**config.mk**
```make
export PLATFORM = sky130hd
export DESIGN_NAME = mux_sel_sequencer
export DESIGN_NICKNAME = d
export VERILOG_FILES = /design/src/rtl/mux_sel_sequencer.sv
export SDC_FILE = /design/constraint.sdc
export NUM_CORES = 1
export LEC_CHECK = 0
export CORE_MARGIN = 2
export CORE_UTILIZATION = 30
export DETAILED_ROUTE_END_ITERATION = 16
export PLACE_DENSITY = 0.66
export SYNTH_ARGS = -nofsm -noshare
export SYNTH_HDL_FRONTEND = slang
export SYNTH_SLANG_ARGS = --single-unit
export TNS_END_PERCENT = 100
```
**constraint.sdc**
```tcl
create_clock -name clk -period 1.4 [get_ports clk]
set_input_delay 0.14 -clock clk [delete_from_list [all_inputs] [get_ports clk]]
set_output_delay 0.14 -clock clk [all_outputs]
set_load 0.01 [all_outputs]
```
**src/rtl/mux_sel_sequencer.sv**
```systemverilog
`default_nettype none
// ============================================================================
// Module   : mux_sel_sequencer
// Purpose  : Latches a 16-bit word onto a 16:1 mux and walks its select lines,
//            returning the mux output as a valid/ready serial bitstream.
// Revision : 1.0  initial release
// ============================================================================
module mux_sel_sequencer #(
    parameter int WIDTH     = 16,
    parameter int SEL_W     = 4,
    parameter int MSB_FIRST = 0
) (
    input  logic             clk,
    input  logic             rst_n,
    input  logic             load_valid,
    output logic             load_ready,
    input  logic [WIDTH-1:0] load_data,
    output logic [WIDTH-1:0] mux_in,
    output logic [SEL_W-1:0] mux_sel,
    input  logic             mux_y,
    output logic             ser_valid,
    input  logic             ser_ready,
    output logic             ser_data,
    output logic             ser_last,
    output logic             busy
);

    typedef enum logic [0:0] {
        ST_IDLE  = 1'b0,
        ST_SHIFT = 1'b1
    } state_t;

    // Select index of the first and final bit of a word, by bit order.
    localparam logic [SEL_W-1:0] c_sel_first = (MSB_FIRST != 0) ? {SEL_W{1'b1}} : {SEL_W{1'b0}};
    localparam logic [SEL_W-1:0] c_sel_last  = (MSB_FIRST != 0) ? {SEL_W{1'b0}} : {SEL_W{1'b1}};
    localparam logic [SEL_W-1:0] c_sel_step  = {{(SEL_W-1){1'b0}}, 1'b1};

    state_t           r_state;
    state_t           w_state_nxt;
    logic [WIDTH-1:0] r_mux_in;
    logic [WIDTH-1:0] w_mux_in_nxt;
    logic [SEL_W-1:0] r_sel;
    logic [SEL_W-1:0] w_sel_nxt;
    logic             w_shift;
    logic             w_last;

    assign w_shift = (r_state == ST_SHIFT);
    assign w_last  = w_shift && (r_sel == c_sel_last);

    always_ff @(posedge clk or negedge rst_n) begin
        if (!rst_n) begin
            r_state  <= ST_IDLE;
            r_mux_in <= '0;
            r_sel    <= '0;
        end else begin
            r_state  <= w_state_nxt;
            r_mux_in <= w_mux_in_nxt;
            r_sel    <= w_sel_nxt;
        end
    end

    always_comb begin
        w_state_nxt  = r_state;
        w_mux_in_nxt = r_mux_in;
        w_sel_nxt    = r_sel;
        case (r_state)
            ST_IDLE: begin
                if (load_valid) begin
                    w_mux_in_nxt = load_data;
                    w_sel_nxt    = c_sel_first;
                    w_state_nxt  = ST_SHIFT;
                end
            end
            ST_SHIFT: begin
                // The word ends on the last bit, so the select never wraps.
                if (ser_ready) begin
                    if (w_last) begin
                        w_state_nxt = ST_IDLE;
                    end else if (MSB_FIRST != 0) begin
                        w_sel_nxt = r_sel - c_sel_step;
                    end else begin
                        w_sel_nxt = r_sel + c_sel_step;
                    end
                end
            end
            default: begin
                w_state_nxt = ST_IDLE;
            end
        endcase
    end

    assign load_ready = (r_state == ST_IDLE);
    assign busy       = w_shift;
    assign ser_valid  = w_shift;
    assign ser_last   = w_last;
    assign ser_data   = mux_y;
    assign mux_in     = r_mux_in;
    assign mux_sel    = r_sel;

endmodule
`default_nettype wire

```
==> flow_metrics.py, run 1 <==
metrics = {
    "run_status": {
        "status": "complete, no violations",
    },
    "worst_setup_path": {
        "crit_buf_inv": 1,
        "critPathTopFamily": "flip-flops",
        "crit_required_ns": 1.26,
        "critPathKind": "reg -> out",
        "worstPathCellList": "ha_4 -> nand3_2 -> nor2_1 -> buf_2",
        "critPathLaunchType": "flop",
        "cp-end-kind": "output pin",
        "crit_arrival_ns": 1.21,
        "cp_slowest_cell": "dfrtp_1",
        "worstPathMaxFanout": 3,
        "startpoint": "mux_sel[0]",
        "cpPeakStageDelay_ns": 0.42,
        "r2r_start": "busy",
    },
    "sta": {
        "layout_setup_ws_ns": 0.0454,
        "rsz0062_at_grt": "true",
        "holdWs_ns": 0.146,
        "worst_pin_slew_ns": 0.258,
        "hold_viol": 0,
        "finalCritPeriodShare_pct": 96.8,
        "slew_headroom_pct": 82.8,
        "fin_skew_ns": 0.00592,
        "slew_viol_final": 0,
        "min_period_ns": 1.35,
        "finalSetupViolations": 0,
        "fmax_ghz": 0.738,
        "finalSetupTns_ns": 0,
    },
    "synth": {
        "synth_nets": 93,
        "seq_area_frac_synth_pct": 54.7,
        "synth.top_cells.by_area": "dfrtp_1 (55%), mux2_4 (14%), mux2_2 (8.2%), buf_4 (2.3%), buf_12 (2.1%)",
        "syn_inst": 71,
        "ys_seq_elements": 21,
        "yosysTopAreaCell": "dfrtp_1",
        "yosysTopAreaCellShare_pct": 54.7,
        "synth_cell_types": 24,
        "synthesis.area_um2": 961,
        "syn_avg_cell_area_um2": 13.5,
        "synth_warnings": 0,
    },
    "clock_network": {
        "cts.sinks": 21,
        "clkTransAtPathRegs_ns": 0.13,
        "numCtsBuffers": 3,
        "cts_tree": "yes",
        "ctsHoldBuffers": 0,
        "insertion_delay_ns": 0.32,
        "clockBufferDepth": 2,
        "cts-root-buf": "clkbuf_4",
        "ctsHtreeMaxLevel": 1,
    },
    "final_layout": {
        "fillers": 278,
        "areaGrowthSynthToFinish_pct": 67.1,
        "nNetsFinal": 151,
        "drive_above_1_share_pct": 32.0,
        "post-route-util_pct": 52.6,
        "antenna_cells": 0,
    },
    "floorplan": {
        "row_count": 20,
        "die_w_um": 60.6,
        "core_area_mm2": 0.00305,
        "ios": 46,
        "dieArea_mm2": 0.00367,
        "start_util_pct": 31.5,
        "die_h_um": 60.6,
    },
    "routing": {
        "num_vias": 762,
        "drc": 0,
        "antenna_left": 0,
        "drt_iter0_drc": 22,
        "wl_per_cell_um": 12.9,
        "dr.pass1.iters": 4,
        "viasPerCell": 4.43,
        "route.final.wire_length_um": 2220,
    },
    "global_routing": {
        "grt_pass1_vias": 728,
        "grt_max_degree": 22,
        "grt_pass1_wl_um": 3290,
        "grt_util_all_layers_pct": 12.3,
        "overflow": 0,
        "grt_antenna_before_repair": 0,
    },
    "pwr": {
        "peakVddDrop_mv": 0.675,
        "p_per_area_mw_per_mm2": 1850,
        "cellLeakagePower_nw": 0.840,
        "power_mw": 2.98,
    },
    "placed_design": {
        "dpl.hpwl_um": 1660,
        "place_ws_ns": -0.0770,
        "place_congestion": 0.813,
        "io_buffers": 43,
    },
    "worst_hold_path": {
        "hold_path.class": "in -> async",
    },
    "flow_run": {
        "max_cap_violations": 0,
    },
}
## worst register-to-register path, cell delays in order, from the launching register on
cell     delay (ns)
dfrtp_1        0.42
buf_4          0.15
nor2_4         0.16
buf_12         0.14
mux2_2         0.33
## routing by layer
layer | wire length, um | global-route usage (%)
met2 | 1140 | 20.3
met4 | 17 | 3.73
met3 | 115 | 4.05
met1 | 948 | 15.3
met5 | 0 | 0
## Yosys cell counts
| cell type | count |
|---|---|
| nor2_4 | 1 |
| a21o_2 | 1 |
| nor2b_1 | 1 |
| ha_1 | 1 |
| o21ai_0 | 1 |
| inv_2 | 1 |
| a41oi_1 | 1 |
| nand3_1 | 4 |
| a211o_1 | 1 |
| nand2_1 | 4 |
| nand4b_1 | 1 |
| and2b_2 | 1 |
| dfrtp_1 | 21 |
| and3_1 | 1 |
| inv_1 | 1 |
| buf_4 | 3 |
| nor2_1 | 3 |
| o22ai_1 | 1 |
| and4_1 | 1 |
| mux2_4 | 9 |
| nor3_1 | 2 |
| buf_12 | 1 |
| mux2_2 | 7 |
| a21oi_1 | 3 |
## repair_timing
item,CTS,global route
resized for setup,14,17
pin swaps,1,3
buffers inserted,1,2
setup endpoints to repair,9,18
## power by group
part	switching [mW]	internal, mW	leakage [nW]	total [mW]
Sequential	0.173	0.902	0.248	1.07
Combinational	0.598	0.990	0.578	1.59
Clock	0.205	0.109	0.0139	0.314
## layout by cell type (no fill, tap or decap)
| cell | count |
|---|---|
| nor2_4 | 1 |
| mux2_4 | 9 |
| nor3_1 | 2 |
| a41oi_1 | 1 |
| buf_2 | 1 |
| nor2b_1 | 1 |
| clkdlybuf4s15_1 | 1 |
| and2b_2 | 1 |
| a21oi_1 | 3 |
| clkdlybuf4s50_1 | 19 |
| nor2_1 | 3 |
| mux2_2 | 7 |
| dfrtp_1 | 21 |
| and3_1 | 1 |
| inv_1 | 1 |
| buf_4 | 12 |
| dlygate4sd2_1 | 7 |
| dlymetal6s2s_1 | 15 |
| nand3_1 | 3 |
| nand4b_1 | 1 |
| and4_1 | 1 |
| clkbuf_4 | 3 |
| o21ai_0 | 1 |
| inv_2 | 1 |
| buf_12 | 2 |
| o22ai_1 | 1 |
| a211o_1 | 1 |
| a21o_2 | 1 |
| nand2_1 | 4 |
| ha_4 | 1 |
| nand3_2 | 1 |
| clkinvlp_4 | 1 |
## through the flow
| stage | std cells | cell area (um^2) |
|---|---|---|
| after floorplan | 71 | 961 |
| after global placement | 165 | 1510 |
| after detailed placement | 165 | 1510 |
| after CTS | 170 | 1550 |
| after global routing | 172 | 1610 |
| final | 172 | 1610 |
## flip-flops by register name (all words and copies together) (netlist names)
register	count
mux_in	16
busy	1
mux_sel	4
## area by class of cell
type	count	area [um^2]	share of cell area, %
inverters	2	7.51	0.468
well taps	44	55.1	3.43
flip-flops and latches	21	526	32.7
multi-input cells	44	403	25.1
clock buffers	3	22.5	1.40
repair buffers	57	584	36.4
clock inverters	1	7.51	0.468
## final timing paths
check / endpoint / slack (ns) / depth (start not counted)
setup / recovery: ser_last / 0.05 / 4
hold / removal: mux_in[10] / 0.15 / 2
setup reg to reg: mux_in[7] / 0.10 / 4
hold reg to reg: mux_in[15] / 0.51 / 1
max in group asynchronous: mux_in[3] / 1.04 / 2
min in group clk: ser_data / 0.28 / 0
## logic make-up after synthesis
kind of cell	share of synthesized area (%)
AND/OR/NAND/NOR	11.1
buffers and inverters	5.21
multiplexers	22.3
AO/OA/AOI/OAI	5.47
flip-flops	54.7
adder cells (fa/ha/maj)	1.30
No activity file was read; power rests on OpenSTA's default activity.
==> run 2, diff against run 1 <==
- CORE_MARGIN: 2 -> default
- SLEW_MARGIN: default -> 20
==> run 2 against run 1 <==
Compared with the run above: setup slack worse by 0.017 ns; non-clock buffer count is 4 higher; cell count is 2.3% higher; clock skew is 0.0055 ns lower; final area is 2.8% higher; via count is 4.9% higher; largest power group unchanged; largest cell class unchanged; count of clock-buffer cells in the layout stayed put; register-to-register slack worse by 0.07 ns.
==> flow_metrics.py, run 2 (synthesized netlist as in run 1, its figures left out) <==
metrics = {
    "run_status": {
        "status": "complete, no violations",
    },
    "routing": {
        "drc": 0,
        "wl_met1_um": 989,
        "num_vias": 799,
        "antenna_left": 0,
        "highest_layer": "met4",
        "wl_met3_um": 114,
        "dr.pass1.iters": 6,
        "drt_iter0_drc": 15,
        "route.final.wire_length_um": 2290,
        "viasPerCell": 4.54,
        "dr_wl_met2_um": 1170,
        "wl_per_cell_um": 13.0,
    },
    "clock_network": {
        "clockBufferDepth": 2,
        "clkTransAtPathRegs_ns": 0.12,
        "cts.sinks": 21,
        "numCtsBuffers": 3,
        "cts_tree": "yes",
        "ctsHtreeMaxLevel": 1,
        "insertion_delay_ns": 0.30,
        "cts-root-buf": "clkbuf_4",
    },
    "pwr": {
        "p_per_area_mw_per_mm2": 1840,
        "peakVddDrop_mv": 0.908,
        "cellLeakagePower_nw": 0.846,
    },
    "sta": {
        "finalCritPeriodShare_pct": 98.0,
        "slew_headroom_pct": 82.6,
        "layout_setup_ws_ns": 0.0280,
        "finalSetupViolations": 0,
        "fmax_ghz": 0.729,
        "slew_viol_final": 0,
        "min_period_ns": 1.37,
        "hold_viol": 0,
        "finalSetupTns_ns": 0,
        "rsz0062_at_grt": "true",
        "worst_pin_slew_ns": 0.260,
        "fin_skew_ns": 0.000455,
    },
    "final_layout": {
        "final_common_cell": "clkdlybuf4s50_1",
        "largest_reg_flops": 16,
        "fin_cells": 176,
        "nNetsFinal": 155,
        "drive_above_1_share_pct": 37.9,
        "areaGrowthSynthToFinish_pct": 71.7,
        "layout_common_cells": "clkdlybuf4s50_1 (23), dfrtp_1 (20), buf_4 (14), dlymetal6s2s_1 (12), mux2_4 (11)",
        "antenna_cells": 0,
        "post-route-util_pct": 54.1,
    },
    "global_routing": {
        "overflow": 0,
        "grt_pass1_wl_um": 3530,
        "grt_antenna_before_repair": 0,
        "grt_pass1_vias": 779,
        "grt_util_all_layers_pct": 13.9,
        "grt_max_degree": 22,
    },
    "floorplan": {
        "die_w_um": 58.6,
        "start_util_pct": 31.5,
        "ios": 46,
        "row_count": 20,
        "core_area_mm2": 0.00305,
        "die_h_um": 58.6,
        "dieArea_mm2": 0.00343,
    },
    "placed_design": {
        "placed_cells": 166,
        "dpl.hpwl_um": 1490,
        "io_buffers": 43,
        "place_ws_ns": -0.0593,
        "place_congestion": 0.791,
    },
    "flow_run": {
        "max_cap_violations": 0,
    },
    "worst_setup_path": {
        "crit_arrival_ns": 1.57,
        "critPathLaunchType": "flop",
        "worstPathMaxFanout": 8,
        "cp-end-kind": "flop",
        "critPathKind": "reg -> reg",
        "crit_required_ns": 1.60,
    },
    "worst_hold_path": {
        "hold_path.class": "in -> async",
    },
}
run 2: changes by cell type in the layout (fill, tap and decap cells not counted), sizes merged:
cell	change
clkinv	+1
dlymetal6s2s	-3
clkdlybuf4s15	-1
clkinvlp	-1
clkdlybuf4s50	+4
buf	+2
clkbuf	+4
dlygate4sd2	-2
run 2: metrics by stage:
step           cell area [um^2]  hold slack [ns]  power (mW)
6_report                   1650            0.169        3.03
5_1_grt                    1650            0.169        3.24
4_1_cts                    1550            0.174        3.01
3_5_place_dp               1510            0.280        2.72
3_3_place_gp               1510            0.280        2.68
2_1_floorplan               961           -0.156        1.82
run 2: worst paths after layout:
check	from	slack (ns)	endpoint	cells past startpoint
min in group clk	mux_y	0.28	ser_data	0
min	rst_n	0.17	mux_sel[3]	2
max	busy	0.03	mux_in[2]	4
min reg2reg	mux_in[15]	0.52	mux_in[15]	1
max reg2reg	busy	0.03	mux_in[2]	4
max in group asynchronous	rst_n	1.00	busy	2
run 2: metal layers:
| metal | track usage, % | vias up |
|---|---|---|
| met5 | 0 | - |
| met4 | 3.74 | 0 |
| met3 | 5.71 | 2 |
| met2 | 23.2 | 23 |
| met1 | 16.6 | 398 |
| li1 | - | 376 |
run 2: worst max-delay path, cell delays in order, from the launching register on:
cell,delay (ns)
dfrtp_2,0.45
buf_6,0.14
nor2_4,0.18
clkbuf_16,0.20
mux2_4,0.30
run 2: what timing repair did:
action,CTS,global route
gates cloned,0,2
gates resized for setup,15,20
pin swaps,0,2
buffers inserted,2,2
hold buffers,0,0
endpoints found under the setup margin,8,17
run 2: area by class of cell:
type,instances,area [um^2]
fillers,286,1400
flip-flops and latches,21,527
well taps,44,55.1
clock buffers,3,22.5
multi-input cells,44,408
inverters,2,7.51
repair buffers,61,626
clock inverters,1,5.00
run 2: power by group:
group          switching (mW)  internal, mW  total (mW)
Clock                   0.185         0.107       0.291
Sequential              0.164         0.904        1.07
Combinational           0.616          1.06        1.67
==> run 3, diff against run 2 <==
- HOLD_SLACK_MARGIN: default -> 0.15
- SKIP_LAST_GASP: default -> 1
==> run 3 against run 2 <==
Compared with the run above: clock power barely moved; power decreased by 2.7%; global-route usage up 0.094 points; combinational power decreased by 4%; final area fell by 3.6%; sequential power about the same; utilization down 1.9 points; cell count is 1.1% lower; largest cell class unchanged.
==> flow_metrics.py, run 3 (synthesized netlist as in run 1, its figures left out) <==
metrics = {
    "sta": {
        "slew_headroom_pct": 82.6,
        "slew_viol_final": 0,
        "finalSetupViolations": 0,
        "rsz0062_at_grt": "true",
        "fin_skew_ns": 0.000375,
        "min_period_ns": 1.35,
        "worst_pin_slew_ns": 0.261,
        "layout_setup_ws_ns": 0.0472,
        "holdWs_ns": 0.168,
        "finalCritPeriodShare_pct": 96.6,
        "fmax_ghz": 0.739,
        "hold_viol": 0,
    },
    "clock_network": {
        "numCtsBuffers": 3,
        "cts_tree": "yes",
        "clkTransAtPathRegs_ns": 0.12,
        "clockBufferDepth": 2,
        "cts-root-buf": "clkbuf_4",
        "cts.sinks": 21,
        "ctsHtreeMaxLevel": 1,
        "insertion_delay_ns": 0.30,
    },
    "routing": {
        "drt_iter0_drc": 7,
        "drc": 0,
        "wl_per_cell_um": 12.6,
        "viasPerCell": 4.49,
        "num_vias": 782,
        "route.final.wire_length_um": 2200,
        "dr.pass1.iters": 4,
        "antenna_left": 0,
    },
    "run_status": {
        "status": "complete, no violations",
    },
    "floorplan": {
        "ios": 46,
        "row_count": 20,
        "core_area_mm2": 0.00305,
        "dieArea_mm2": 0.00343,
        "die_h_um": 58.6,
        "start_util_pct": 31.5,
        "die_w_um": 58.6,
    },
    "global_routing": {
        "grt_max_degree": 22,
        "grt_use_met2_pct": 22.8,
        "grt_antenna_before_repair": 0,
        "grt_pass1_vias": 774,
        "grt_pass1_wl_um": 3550,
        "grt_util_all_layers_pct": 14.0,
        "overflow": 0,
        "grt.busiest_layer": "met2",
        "grtUsageMet1_pct": 17.5,
        "use_met3_pct": 4.84,
    },
    "worst_setup_path": {
        "critPathLaunchType": "flop",
        "cp-end-kind": "flop",
        "crit_required_ns": 1.60,
        "crit_arrival_ns": 1.55,
        "critPathKind": "reg -> reg",
        "worstPathMaxFanout": 8,
    },
    "placed_design": {
        "dpl.hpwl_um": 1490,
        "place_ws_ns": -0.0593,
        "io_buffers": 43,
        "place_congestion": 0.791,
    },
    "final_layout": {
        "final_common_cell": "clkdlybuf4s50_1",
        "fillers": 294,
        "drive_above_1_share_pct": 33.8,
        "antenna_cells": 0,
        "largest_reg_flops": 16,
        "areaGrowthSynthToFinish_pct": 65.6,
        "nNetsFinal": 153,
        "layout_common_cells": "clkdlybuf4s50_1 (23), dfrtp_1 (20), buf_4 (14), dlymetal6s2s_1 (12), mux2_4 (9)",
        "post-route-util_pct": 52.1,
    },
    "worst_hold_path": {
        "hold_path.class": "in -> async",
    },
    "pwr": {
        "cellLeakagePower_nw": 0.825,
        "peakVddDrop_mv": 0.906,
        "p_per_area_mw_per_mm2": 1860,
    },
    "flow_run": {
        "max_cap_violations": 0,
    },
}
[run 3: cell type report]
| cell class | count | area, um^2 | share of cell area [%] |
|---|---|---|---|
| clock buffer | 3 | 22.5 | 1.42 |
| clock inverter | 1 | 5.00 | 0.314 |
| inverter | 2 | 7.51 | 0.472 |
| multi-input combinational | 44 | 385 | 24.2 |
| sequential | 21 | 527 | 33.1 |
| tap | 44 | 55.1 | 3.46 |
| timing repair buffer | 59 | 589 | 37.0 |
[run 3: power by group]
part	total [mW]	switching (mW)	leakage [nW]	internal, mW
logic	1.60	0.602	0.559	1.00
registers	1.06	0.156	0.248	0.904
clock network	0.292	0.185	0.0177	0.107
total	2.95	0.943	0.825	2.01
[run 3: routing by layer]
metal | part of all wire [%] | vias up
met5 | 0 | -
met4 | 1.6 | 0
met3 | 4.3 | 4
met2 | 50 | 20
met1 | 44 | 389
li1 | - | 369
[run 3: critical path, cell delays in order, from the launching register on]
cell and delay (ns):
dfrtp_2 0.44, buf_4 0.17, nor2_4 0.15, clkbuf_16 0.19, mux2_4 0.30
[run 3: final timing paths]
kind                                  from          to  slack (ns)  cells after the start
worst max register to register        busy   mux_in[2]        0.05                      4
worst min-delay path                 rst_n  mux_sel[3]        0.17                      2
min in group clk                     mux_y    ser_data        0.28                      0
max in group asynchronous            rst_n        busy        1.00                      2
worst max-delay path                  busy   mux_in[2]        0.05                      4
worst min register to register  mux_in[15]  mux_in[15]        0.52                      1
[run 3: what timing repair did]
item	CTS	global route
cloned	0	1
pin swaps	0	1
endpoints found under the setup margin	8	16
hold buffers	0	0
setup buffers	2	1
hold endpoints to repair	0	0
resized for setup	9	18
[run 3: through the flow]
step	instances	instance area, um^2	power (mW)	TNS [ns]
after floorplan	71	961	1.82	0
after global placement	166	1510	2.68	-0.299
after detailed placement	166	1510	2.72	-0.369
after CTS	172	1540	2.99	-0.146
after global routing	174	1590	3.16	-0.0342
final	174	1590	2.95	0
